$ cat config.mk
export PLATFORM = sky130hd
export DESIGN_NAME = ahb_des_slave_if
export DESIGN_NICKNAME = d
export VERILOG_FILES = /design/src/rtl/ahb_des_slave_if.sv
export SDC_FILE = /design/constraint.sdc
export NUM_CORES = 1
export LEC_CHECK = 0
export BUFFER_PORTS_ARGS = -buffer_cell sky130_fd_sc_hd__buf_2
export CAP_MARGIN = 40
export CORE_ASPECT_RATIO = 1.2
export CORE_MARGIN = 2
export CORE_UTILIZATION = 35
export DETAILED_ROUTE_END_ITERATION = 8
export MAX_ROUTING_LAYER = met4
export RECOVER_POWER = 25
export SYNTH_ARGS = -nofsm -noshare
export SYNTH_HDL_FRONTEND = slang
export SYNTH_SLANG_ARGS = --single-unit
$ cat constraint.sdc
create_clock -name HCLK -period 2 [get_ports HCLK]
set_input_delay 0.3 -clock HCLK [delete_from_list [all_inputs] [get_ports HCLK]]
set_output_delay 0.3 -clock HCLK [all_outputs]
set_load 0.05 [all_outputs]
$ cat src/rtl/ahb_des_slave_if.sv
// ahb_des_slave_if: AHB-Lite register front end for the 3DES core.
// Holds mode/keys/data, launches the core on a DIN write and stalls the bus while it runs.
module ahb_des_slave_if #(
    parameter logic [27:0] BASE_TAG = 28'hAAAAAAA
) (
    input  logic        HCLK,
    input  logic        HRESET,
    input  logic        HSEL,
    input  logic [31:0] HADDR,
    input  logic        HWRITE,
    input  logic [1:0]  HTRANS,
    input  logic [2:0]  HSIZE,
    input  logic [2:0]  HBURST,
    input  logic [3:0]  HPROT,
    input  logic        HMASTLOCK,
    input  logic        HREADY,
    input  logic [63:0] HWDATA,
    output logic [63:0] HRDATA,
    output logic        HREADYOUT,
    output logic        HRESP,
    output logic        enc_dec,
    output logic [63:0] key_one,
    output logic [63:0] key_two,
    output logic [63:0] key_three,
    output logic [63:0] data_in,
    output logic        start,
    input  logic        core_done,
    input  logic [63:0] core_result
);
    typedef enum logic [2:0] {IDLE, XFER, STALL, ERR1, ERR2} state_t;
    state_t state, state_n;
    logic [3:0]  a_off, rd_off;
    logic        a_wr, busy, result_valid;
    logic [63:0] result_reg;
    logic        acc, acc_err, need_stall, stalled, done_x, cfg_wr, din_go, busy_n, rv_n, enc_n;
    logic [63:0] k1_n, k2_n, k3_n, din_n, res_n, rd_data;
    logic        unused_ok;

    assign unused_ok = ^{HBURST, HPROT, HMASTLOCK};

    always_comb begin
        acc = HSEL & HREADY & HTRANS[1];
        acc_err = (HADDR[31:4] != BASE_TAG) | (HADDR[3:0] > 4'd6) | (HSIZE != 3'b011);
        need_stall = busy & ((a_off == 4'd4 & a_wr) | (a_off == 4'd5 & !a_wr));
        stalled = state == STALL | (state == XFER & need_stall);
        done_x = state == XFER & !need_stall;
        cfg_wr = done_x & a_wr & !busy;
        din_go = done_x & a_wr & a_off == 4'd4;
        enc_n = cfg_wr & a_off == 4'd0 ? HWDATA[0] : enc_dec;
        k1_n = cfg_wr & a_off == 4'd1 ? HWDATA : key_one;
        k2_n = cfg_wr & a_off == 4'd2 ? HWDATA : key_two;
        k3_n = cfg_wr & a_off == 4'd3 ? HWDATA : key_three;
        din_n = din_go ? HWDATA : data_in;
        res_n = core_done ? core_result : result_reg;
        busy_n = din_go | (busy & !core_done);
        rv_n = core_done | (result_valid & !(done_x & !a_wr & a_off == 4'd5));
    end

    // Read data is built from next-state values so a read right after a write or core_done sees it.
    always_comb begin
        rd_off = acc ? HADDR[3:0] : a_off;
        rd_data = rd_off == 4'd0 ? {63'b0, enc_n} :
                  rd_off == 4'd1 ? k1_n :
                  rd_off == 4'd2 ? k2_n :
                  rd_off == 4'd3 ? k3_n :
                  rd_off == 4'd4 ? din_n :
                  rd_off == 4'd5 ? res_n :
                  rd_off == 4'd6 ? {62'b0, rv_n, busy_n} : 64'b0;
    end

    always_ff @(posedge HCLK) begin
        if (HRESET)
            state <= IDLE;
        else
            state <= state_n;
    end

    always_comb begin
        state_n = acc ? (acc_err ? ERR1 : XFER) : IDLE;
        if (state == ERR1)
            state_n = ERR2;
        else if (stalled)
            state_n = busy_n ? STALL : XFER;
    end

    always_comb begin
        HREADYOUT = !(stalled | state == ERR1);
        HRESP = state == ERR1 | state == ERR2;
    end

    always_ff @(posedge HCLK) begin
        if (HRESET) begin
            a_off <= '0;
            a_wr <= 1'b0;
            busy <= 1'b0;
            result_valid <= 1'b0;
            result_reg <= '0;
            enc_dec <= 1'b0;
            key_one <= '0;
            key_two <= '0;
            key_three <= '0;
            data_in <= '0;
            start <= 1'b0;
            HRDATA <= '0;
        end else begin
            if (acc) begin
                a_off <= HADDR[3:0];
                a_wr <= HWRITE;
            end
            busy <= busy_n;
            result_valid <= rv_n;
            result_reg <= res_n;
            enc_dec <= enc_n;
            key_one <= k1_n;
            key_two <= k2_n;
            key_three <= k3_n;
            data_in <= din_n;
            start <= din_go;
            HRDATA <= rd_data;
        end
    end
endmodule

== Yosys cells after proc, flatten, opt, wreduce, memory -nomap -nowiden ==
Cells that the tools add are included.

* Order comparisons: 1
* Equality and inequality tests: 17
* Mux-type cells: 19
* Bitwise logic cells: 26
* Reductions and logical operators: 10

{| class="wikitable"
|+ Operators by type and width
! kind !! count
|-
| $mux 64 || 10
|-
| $ne 28x28->1 const B || 1
|-
| $eq 4x3->1 const B || 5
|-
| $and 1x1->1 || 18
|-
| $eq 4x2->1 const B || 4
|-
| $mux 2 || 5
|-
| $eq 4x1->1 const B || 2
|-
| $logic_not 4->1 || 2
|-
| $or 1x1->1 || 8
|-
| $eq 3x2->1 const B || 2
|-
| $logic_not 1->1 || 6
|-
| $gt 4x3->1 const B || 1
|-
| $mux 4 || 1
|-
| $reduce_or 2->1 || 2
|-
| $eq 3x1->1 const B || 1
|-
| $eq 3x3->1 const B || 1
|-
| $mux 3 || 1
|-
| $ne 3x2->1 const B || 1
|-
| $mux 1 || 2
|}

* Bits in registers: 396
* Input port bits: 179
* Logic and storage cells: 88

== Longest topological paths before layout ==
Gate-level depths: netlist (run 1).

* Word-level depth: 18
* Mapped depth: 10

== Least setup slack after synthesis (run 1) ==
OpenSTA, ideal clock, no wires.

* Path kind: flip-flop to flip-flop
* Start: register a_off[3]
* End: register HRDATA[62]
* Setup time: 0.122 ns
* Data arrival time: 1.815 ns
* Slack: 0.063 ns
* Stages on the path, launching flop included: 8
* Buffers on the path: 2
* Period minus slack after synthesis: 1.937 ns
* Path through: dfxtp_1 -> and4bb_2 -> nand4_1 -> buf_4 -> buf_2 -> mux2i_1 -> a2bb2oi_1 -> o311a_1

* Cells in the longest elaborated chain, start to end: 13

{| class="wikitable"
|+ Ends and longest elaborated chain
! element !! RTL line !! RTL
|-
| start, declared || 32 || <nowiki>logic [3:0] a_off, rd_off;</nowiki>
|-
| start signal, assigned || 107 || <nowiki>a_off <= HADDR[3:0];</nowiki>
|-
| $eq 4x3->1, on equally long branches || 44, 48 ||
|-
| $and 1x1->1 || 44 || <nowiki>need_stall = busy & ((a_off == 4'd4 & a_wr) | (a_off == 4'd5 & !a_wr));</nowiki>
|-
| $or 1x1->1 || 44 ||
|-
| $and 1x1->1 || 44 ||
|-
| $logic_not 1->1 || 46 || <nowiki>done_x = state == XFER & !need_stall;</nowiki>
|-
| $and 1x1->1 || 46 ||
|-
| $and 1x1->1 || 47, 48 ||
|-
| $and 1x1->1, on equally long branches || 48, 47 ||
|-
| $mux 64 or $and 1x1->1 (tied branches) || 53, 52 ||
|-
| $mux 64, on equally long branches || 66, 52 ||
|-
| $mux 64 || 65 || <nowiki>rd_off == 4'd3 ? k3_n :</nowiki>
|-
| $mux 64 || 64 || <nowiki>rd_off == 4'd2 ? k2_n :</nowiki>
|-
| $mux 64 || 63 || <nowiki>rd_off == 4'd1 ? k1_n :</nowiki>
|-
| end signal, assigned || 119 || <nowiki>HRDATA <= rd_data;</nowiki>
|-
| end, declared || 18 || <nowiki>output logic [63:0] HRDATA,</nowiki>
|}

Several ways; a longest one is shown, not always the timed one.
A chain may end at the register's enable or synchronous reset.

== Worst setup path in the final report (run 1) ==
* Start: register a_off[3]
* End: register HRDATA[13]

The elaborated chain is that of the path after synthesis.

==> impl_metrics.toml, run 1 <==
[run_status]
status = "complete, but fails checks"
violations = "capacitance limit, slew limit, setup timing"

[power_and_ir_drop]
swShare_pct = 23.7
leakagePower_nw = 12.1
p_int_mw = 13.3
powerDensity_nw_per_um2 = 729
pwr-share-seq_pct = 45.9
pwr-share-clk_pct = 46.6
p_sw_mw = 4.14
p_comb_share_pct = 7.5
peakVddDrop_v = 0.000738
power.total_mw = 17.5

[place]
place_hpwl_um = 40000
place_congestion = 0.882
placed_cell_area_um2 = 20400
numPortBuffers = 493

[detailed_routing]
dr_total_vias = 15200
vias_per_cell = 5.11
postRouteAntennaNets = 0
wl_per_cell_um = 21.2
drc = 0
drt_pass1_iterations = 6
wirelength_um = 63100
first_iter_violations = 800

[global_route]
grt_pass1_wl_um = 87500
grt-ovfl-total = 0
grt_max_degree = 97
track_usage_pct = 24.8
antenna_found_initial = 4
grt_pass1_vias = 15100

[die]
die_area_um2 = 47200
initial_core_util_pct = 35.5
fp.coreArea_um2 = 44900
rows = 85
die_x_um = 199
die-height_um = 238
io_pins = 503

[cts]
clock-root-buffer = "clkbuf_16"
path_clk_slew_ns = 0.06
htreeDepth = 2
cts_tree = "built"
clock_latency_ns = 0.57
clock_sinks = 396
numCtsBuffers = 43
cts_buffer_depth = 3

[cells_and_area]
final_layout_size_suffix_gt1_share_pct = 39.4
n_fill_cell = 4062
fin_area_um2 = 24000
fin_nets = 2510
area_growth_pct = 50.7

[yosys]
syn-num-nets = 1830
synth_area_leader_cell = "dfxtp_1"
synth_top_family_by_area = "multiplexers"
synth.cell_area_um2 = 15900
netlist.area_leader.share_pct = 49.8
yosysSeqAreaShare_pct = 49.8
synth_cell_types = 50
synthTopCellsByArea = "dfxtp_1 50%, mux2i_1 20%, nor2_1 11%"
synth.avg_cell_area_um2 = 9.64
synth_xor_area_share_pct = 0.0550
yosysWarnings = 0
syn_inst = 1651
synth_mux_area_share_pct = 20.9
synth.top_cells.by_count = "462 x nor2_1, 396 x dfxtp_1, 322 x mux2i_1, 68 x nand2_1"
synth_edf_count = 0
ys.flop_type = "dfxtp_1"
yosys.cell_count.top_type = "nor2_1"
synthAdderAreaFrac_pct = 0
yosys.area_share.simple_pct = 14.8
ys_async_sr_fraction_pct = 0
synth-compound-area-share_pct = 10.6
ys_ff_latch = 396

[setup_path]
crit_path_max_fanout = 9
slowest_stage = "o311a_1"
cpPeakStageDelay_ns = 0.34
cp-end-kind = "flop"
worstPathArrival_ns = 2.57
critPathKind = "reg -> reg"
crit_path_start_kind = "flop"
crit_chain = "and4bb_2 -> buf_6 -> nand3_4 -> buf_12 -> clkbuf_16 -> mux2i_4 -> nor2_1 -> a2bb2oi_1 -> o311a_1"
cp.required_ns = 2.45

[timing]
slew_viol_final = 76
fin_crit_sh_pct = 106
fin_skew_ns = 0.0254
finalSetupViolations = 45
slew_headroom_pct = -10.1
fin_crit_ns = 2.12
worst_slew_pin_slew_ns = 1.65
fmax_mhz = 471
rsz0062_at_grt = "yes"
hold_violations = 0
setup_slack_ns = -0.121

[worst_hold_path]
min_path_type = "in -> reg"

[flow_run]
cap_viol_max_count = 1
placed cells by master (no fill, tap or decap), types with 53 or more instances in the layout:
cell and count:
mux2i_4 66, mux2i_1 220, nor2_1 452, dfxtp_1 389, a2bb2oi_1 59, clkbuf_16 53, buf_4 167, o311a_1 62
buf_2 476, a21oi_1 66, nand2_1 66
area by class of cell:
class / count / area [um^2] / share of cell area (%)
well taps: 609 / 762 / 3.18
inverters: 2 / 7.51 / 0.0313
diodes: 4 / 10.0 / 0.0417
flip-flops and latches: 396 / 7940 / 33.1
clock inverters: 12 / 196 / 0.819
multi-input cells: 1123 / 8450 / 35.2
clock buffers: 62 / 1220 / 5.07
repair buffers: 765 / 5400 / 22.5
repair_timing:
item,CTS,global route
setup buffers,18,25
gates cloned,2,13
hold buffers,30,0
endpoints found under the hold margin,30,0
pin swaps,31,38
gates resized for setup,43,195
setup endpoints to repair,41,69
layer usage:
metal	GRT usage [%]	vias up	part of all wire, %
li1	-	7125	-
met1	28.2	7355	39
met2	41.9	574	50
met3	5.99	142	7.3
met4	9.88	0	3.7
met5	-	-	0
path summary, 6_finish.rpt:
path,from,endpoint,slack (ns),cells after the start
min reg2reg,result_reg[19],result_reg[19],0.49,2
max reg2reg,a_off[3],HRDATA[13],-0.12,9
max,a_off[3],HRDATA[13],-0.12,9
min,core_result[60],result_reg[60],0.03,3
kinds of logic (layout without fill, tap and decap cells):
group                  Yosys count  after routing
AND/OR/NAND/NOR                580            580
buffers and inverters          132            841
AO/OA/AOI/OAI                  213            213
multiplexers                   329            329
XOR/XNOR                         1              1
other                            0              4
flip-flops                     396            396
power groups by stage:
stage | Combinational, mW | Clock [mW] | Sequential (mW)
2_1_floorplan | 0.505 | 0 | 8.28
3_3_place_gp | 1.17 | 0 | 8.20
3_5_place_dp | 1.18 | 0 | 8.20
4_1_cts | 1.24 | 8.29 | 8.03
5_1_grt | 1.39 | 8.60 | 8.03
6_report | 1.30 | 8.16 | 8.03
per-stage QoR:
| step | util, % | hold slack [ns] | worst slack [ns] | instances | TNS, ns |
|---|---|---|---|---|---|
| 5_1_grt | 53.5 | 0.0145 | -0.183 | 2973 | -6.49 |
| 3_5_place_dp | 45.5 | 0.477 | -0.314 | 2808 | -16.95 |
| 4_1_cts | 50.1 | 0.00104 | -0.0905 | 2932 | -2.36 |
| 6_report | 53.5 | 0.0264 | -0.121 | 2973 | -1.92 |
| 2_1_floorplan | - | 0.436 | 0.0629 | 1651 | 0 |
| 3_3_place_gp | 45.5 | 0.468 | -0.301 | 2808 | -16.80 |
worst max-delay path, delay by kind of cell (launching register included):
family,cells,cell delay [ns]
AOI/OAI and AO/OA,2,0.49
buffers and inverters,3,0.51
DFF,1,0.33
muxes,1,0.25
and+or+nand+nor,3,0.41
(Power assumes the default switching activity.)
==> run 2: changes to the inputs <==
==> constraint.sdc (replaced) <==
create_clock -name HCLK -period 2.6 [get_ports HCLK]
set_input_delay 0.39 -clock HCLK [delete_from_list [all_inputs] [get_ports HCLK]]
set_output_delay 0.39 -clock HCLK [all_outputs]
set_load 0.05 [all_outputs]
==> run 2 against run 1 <==
Compared with the run above:
- the run ends with capacitance limit, slew limit left
- register-to-register slack improved by 0.36 ns
- core utilization fell by 7.7 points
- sequential power fell by 23%
- wire length fell by 11%
- critical endpoint is now HREADYOUT
- largest power group is now sequential cells
==> impl_metrics.toml, run 2 (same netlist as run 1, synthesis figures left out) <==
[die]
die-height_um = 238
io_pins = 503
initial_core_util_pct = 35.5
rows = 85
die_area_um2 = 47200
die_x_um = 199
fp.coreArea_um2 = 44900

[cells_and_area]
final_common_cell = "nor2_1"
n_fill_cell = 4480
utilization_pct = 45.7
area_growth_pct = 29.0
fin_nets = 2284
instances_no_fill = 2752
final_layout_size_suffix_gt1_share_pct = 24.0
layout_common_cells = "461 x nor2_1, 396 x dfxtp_1, 385 x buf_2, 323 x mux2i_1, 119 x clkbuf_1"
multi_input_area_um2 = 7400
seq_area_um2 = 7930

[timing]
finalSetupViolations = 0
fmax_mhz = 412
worst_slew_pin_slew_ns = 2.26
slew_viol_final = 98
fin_crit_sh_pct = 93.4
setup_slack_ns = 0.171
fin_crit_ns = 2.43
hold_violations = 0
rsz0062_at_grt = "no"
fin_skew_ns = 0.0118
slew_headroom_pct = -50.7
fin_setup_tns_ns = 0

[cts]
hold_buffers = 0
post_cts_buffers = 0
clock_latency_ns = 0.56
path_clk_slew_ns = 0.06
cts_buffer_depth = 3
cts_tree = "built"
cts_resized = 0
htreeDepth = 2
numCtsBuffers = 42
clock_sinks = 396
clock-root-buffer = "clkbuf_16"

[place]
place_congestion = 0.911
placed_cells = 2670
numPortBuffers = 493
place_ws_ns = 0.0809
place_hpwl_um = 37700

[setup_path]
critPathKind = "reg -> out"
crit_chain = "and4bb_1 -> nand3_1 -> a21o_1 -> buf_2"
cp-end-kind = "output port"
rr_worst_depth = 7
crit_path_start_kind = "flop"
path_delay_family = "flip-flops"
worstPathArrival_ns = 2.04
startpoint = "a_off[1]"
cpPeakStageDelay_ns = 0.54
worst-path-buf-inv = 1
cp.required_ns = 2.21
slowest_stage = "dfxtp_1"
crit_path_max_fanout = 11
reg2reg_from = "a_off[1]"
crit_cells = 4

[detailed_routing]
drc = 0
vias_per_cell = 5.10
drt_pass1_iterations = 5
first_iter_violations = 603
dr_total_vias = 14000
wirelength_um = 56100
wl_per_cell_um = 20.4
postRouteAntennaNets = 0

[global_route]
grt.met1_usage_pct = 27.4
grt_pass1_vias = 14000
grt_util_met3_pct = 5.49
track_usage_pct = 23.7
antenna_found_initial = 5
grt-ovfl-total = 0
grt_util_met2_pct = 40.1
top_usage_layer = "met2"
grt_max_degree = 100
grt_pass1_wl_um = 83400

[worst_hold_path]
hold_depth = 3
hp-start = "core_result[19]"
min_path_type = "in -> reg"

[run_status]
violations = "capacitance limit, slew limit"
status = "complete, but fails checks"

[flow_run]
cap_viol_max_count = 1

[power_and_ir_drop]
peakVddDrop_v = 0.000520
powerDensity_nw_per_um2 = 633
leakagePower_nw = 11.0
[run 2: changes by cell type in the layout (fill, tap and decap cells not counted), moves of 10 or more]
cell / previous run / this run
buf_2: 476 / 385
buf_6: 19 / 0
mux2i_1: 220 / 323
dlygate4sd3_1: 30 / 0
clkbuf_1: 27 / 119
clkbuf_16: 53 / 43
mux2i_2: 38 / 0
mux2i_4: 66 / 1
buf_4: 167 / 16
[run 2: layout make-up]
| class | instances | share of cell area (%) |
|---|---|---|
| antenna | 6 | 0.0731 |
| clock buffer | 66 | 6.30 |
| clock inverter | 10 | 0.402 |
| inverter | 2 | 0.0366 |
| multi-input combinational | 1123 | 36.0 |
| sequential | 396 | 38.6 |
| tap | 609 | 3.71 |
| timing repair buffer | 540 | 14.8 |
[run 2: metal layers]
layer / up-vias / share of wire, % / routed length, um
li1: 6636 / - / -
met1: 6768 / 41 / 22700
met2: 535 / 49 / 27600
met3: 93 / 7.3 / 4120
met4: 0 / 3.0 / 1660
met5: - / 0 / 0
[run 2: path summary, 6_finish.rpt]
| kind | end | slack, ns |
|---|---|---|
| hold reg to reg | result_reg[58] | 0.49 |
| setup / recovery | HREADYOUT | 0.17 |
| setup reg to reg | HRDATA[0] | 0.24 |
| hold / removal | result_reg[19] | 0.1 |
[run 2: stage by stage]
stage | instance area (um^2) | hold slack [ns] | total power [mW]
after floorplan | 15900 | 0.450 | 6.76
after global placement | 19300 | 0.470 | 7.16
after CTS | 20700 | 0.0634 | 13.1
final | 20500 | 0.0966 | 13.0
after global routing | 20500 | 0.0840 | 13.4
after detailed placement | 19300 | 0.478 | 7.17
[run 2: power breakdown]
group	internal (mW)	switching (mW)
Combinational	0.291	0.558
Sequential	6.15	0.0288
Clock	3.51	2.46
[run 2: worst register-to-register path, stage by stage (launching register included)]
cell	delay, ns
dfxtp_1	0.54
and4bb_1	0.33
nand3_4	0.12
buf_12	0.26
mux2i_1	0.28
a22o_1	0.23
a211o_1	0.27
a221oi_2	0.24
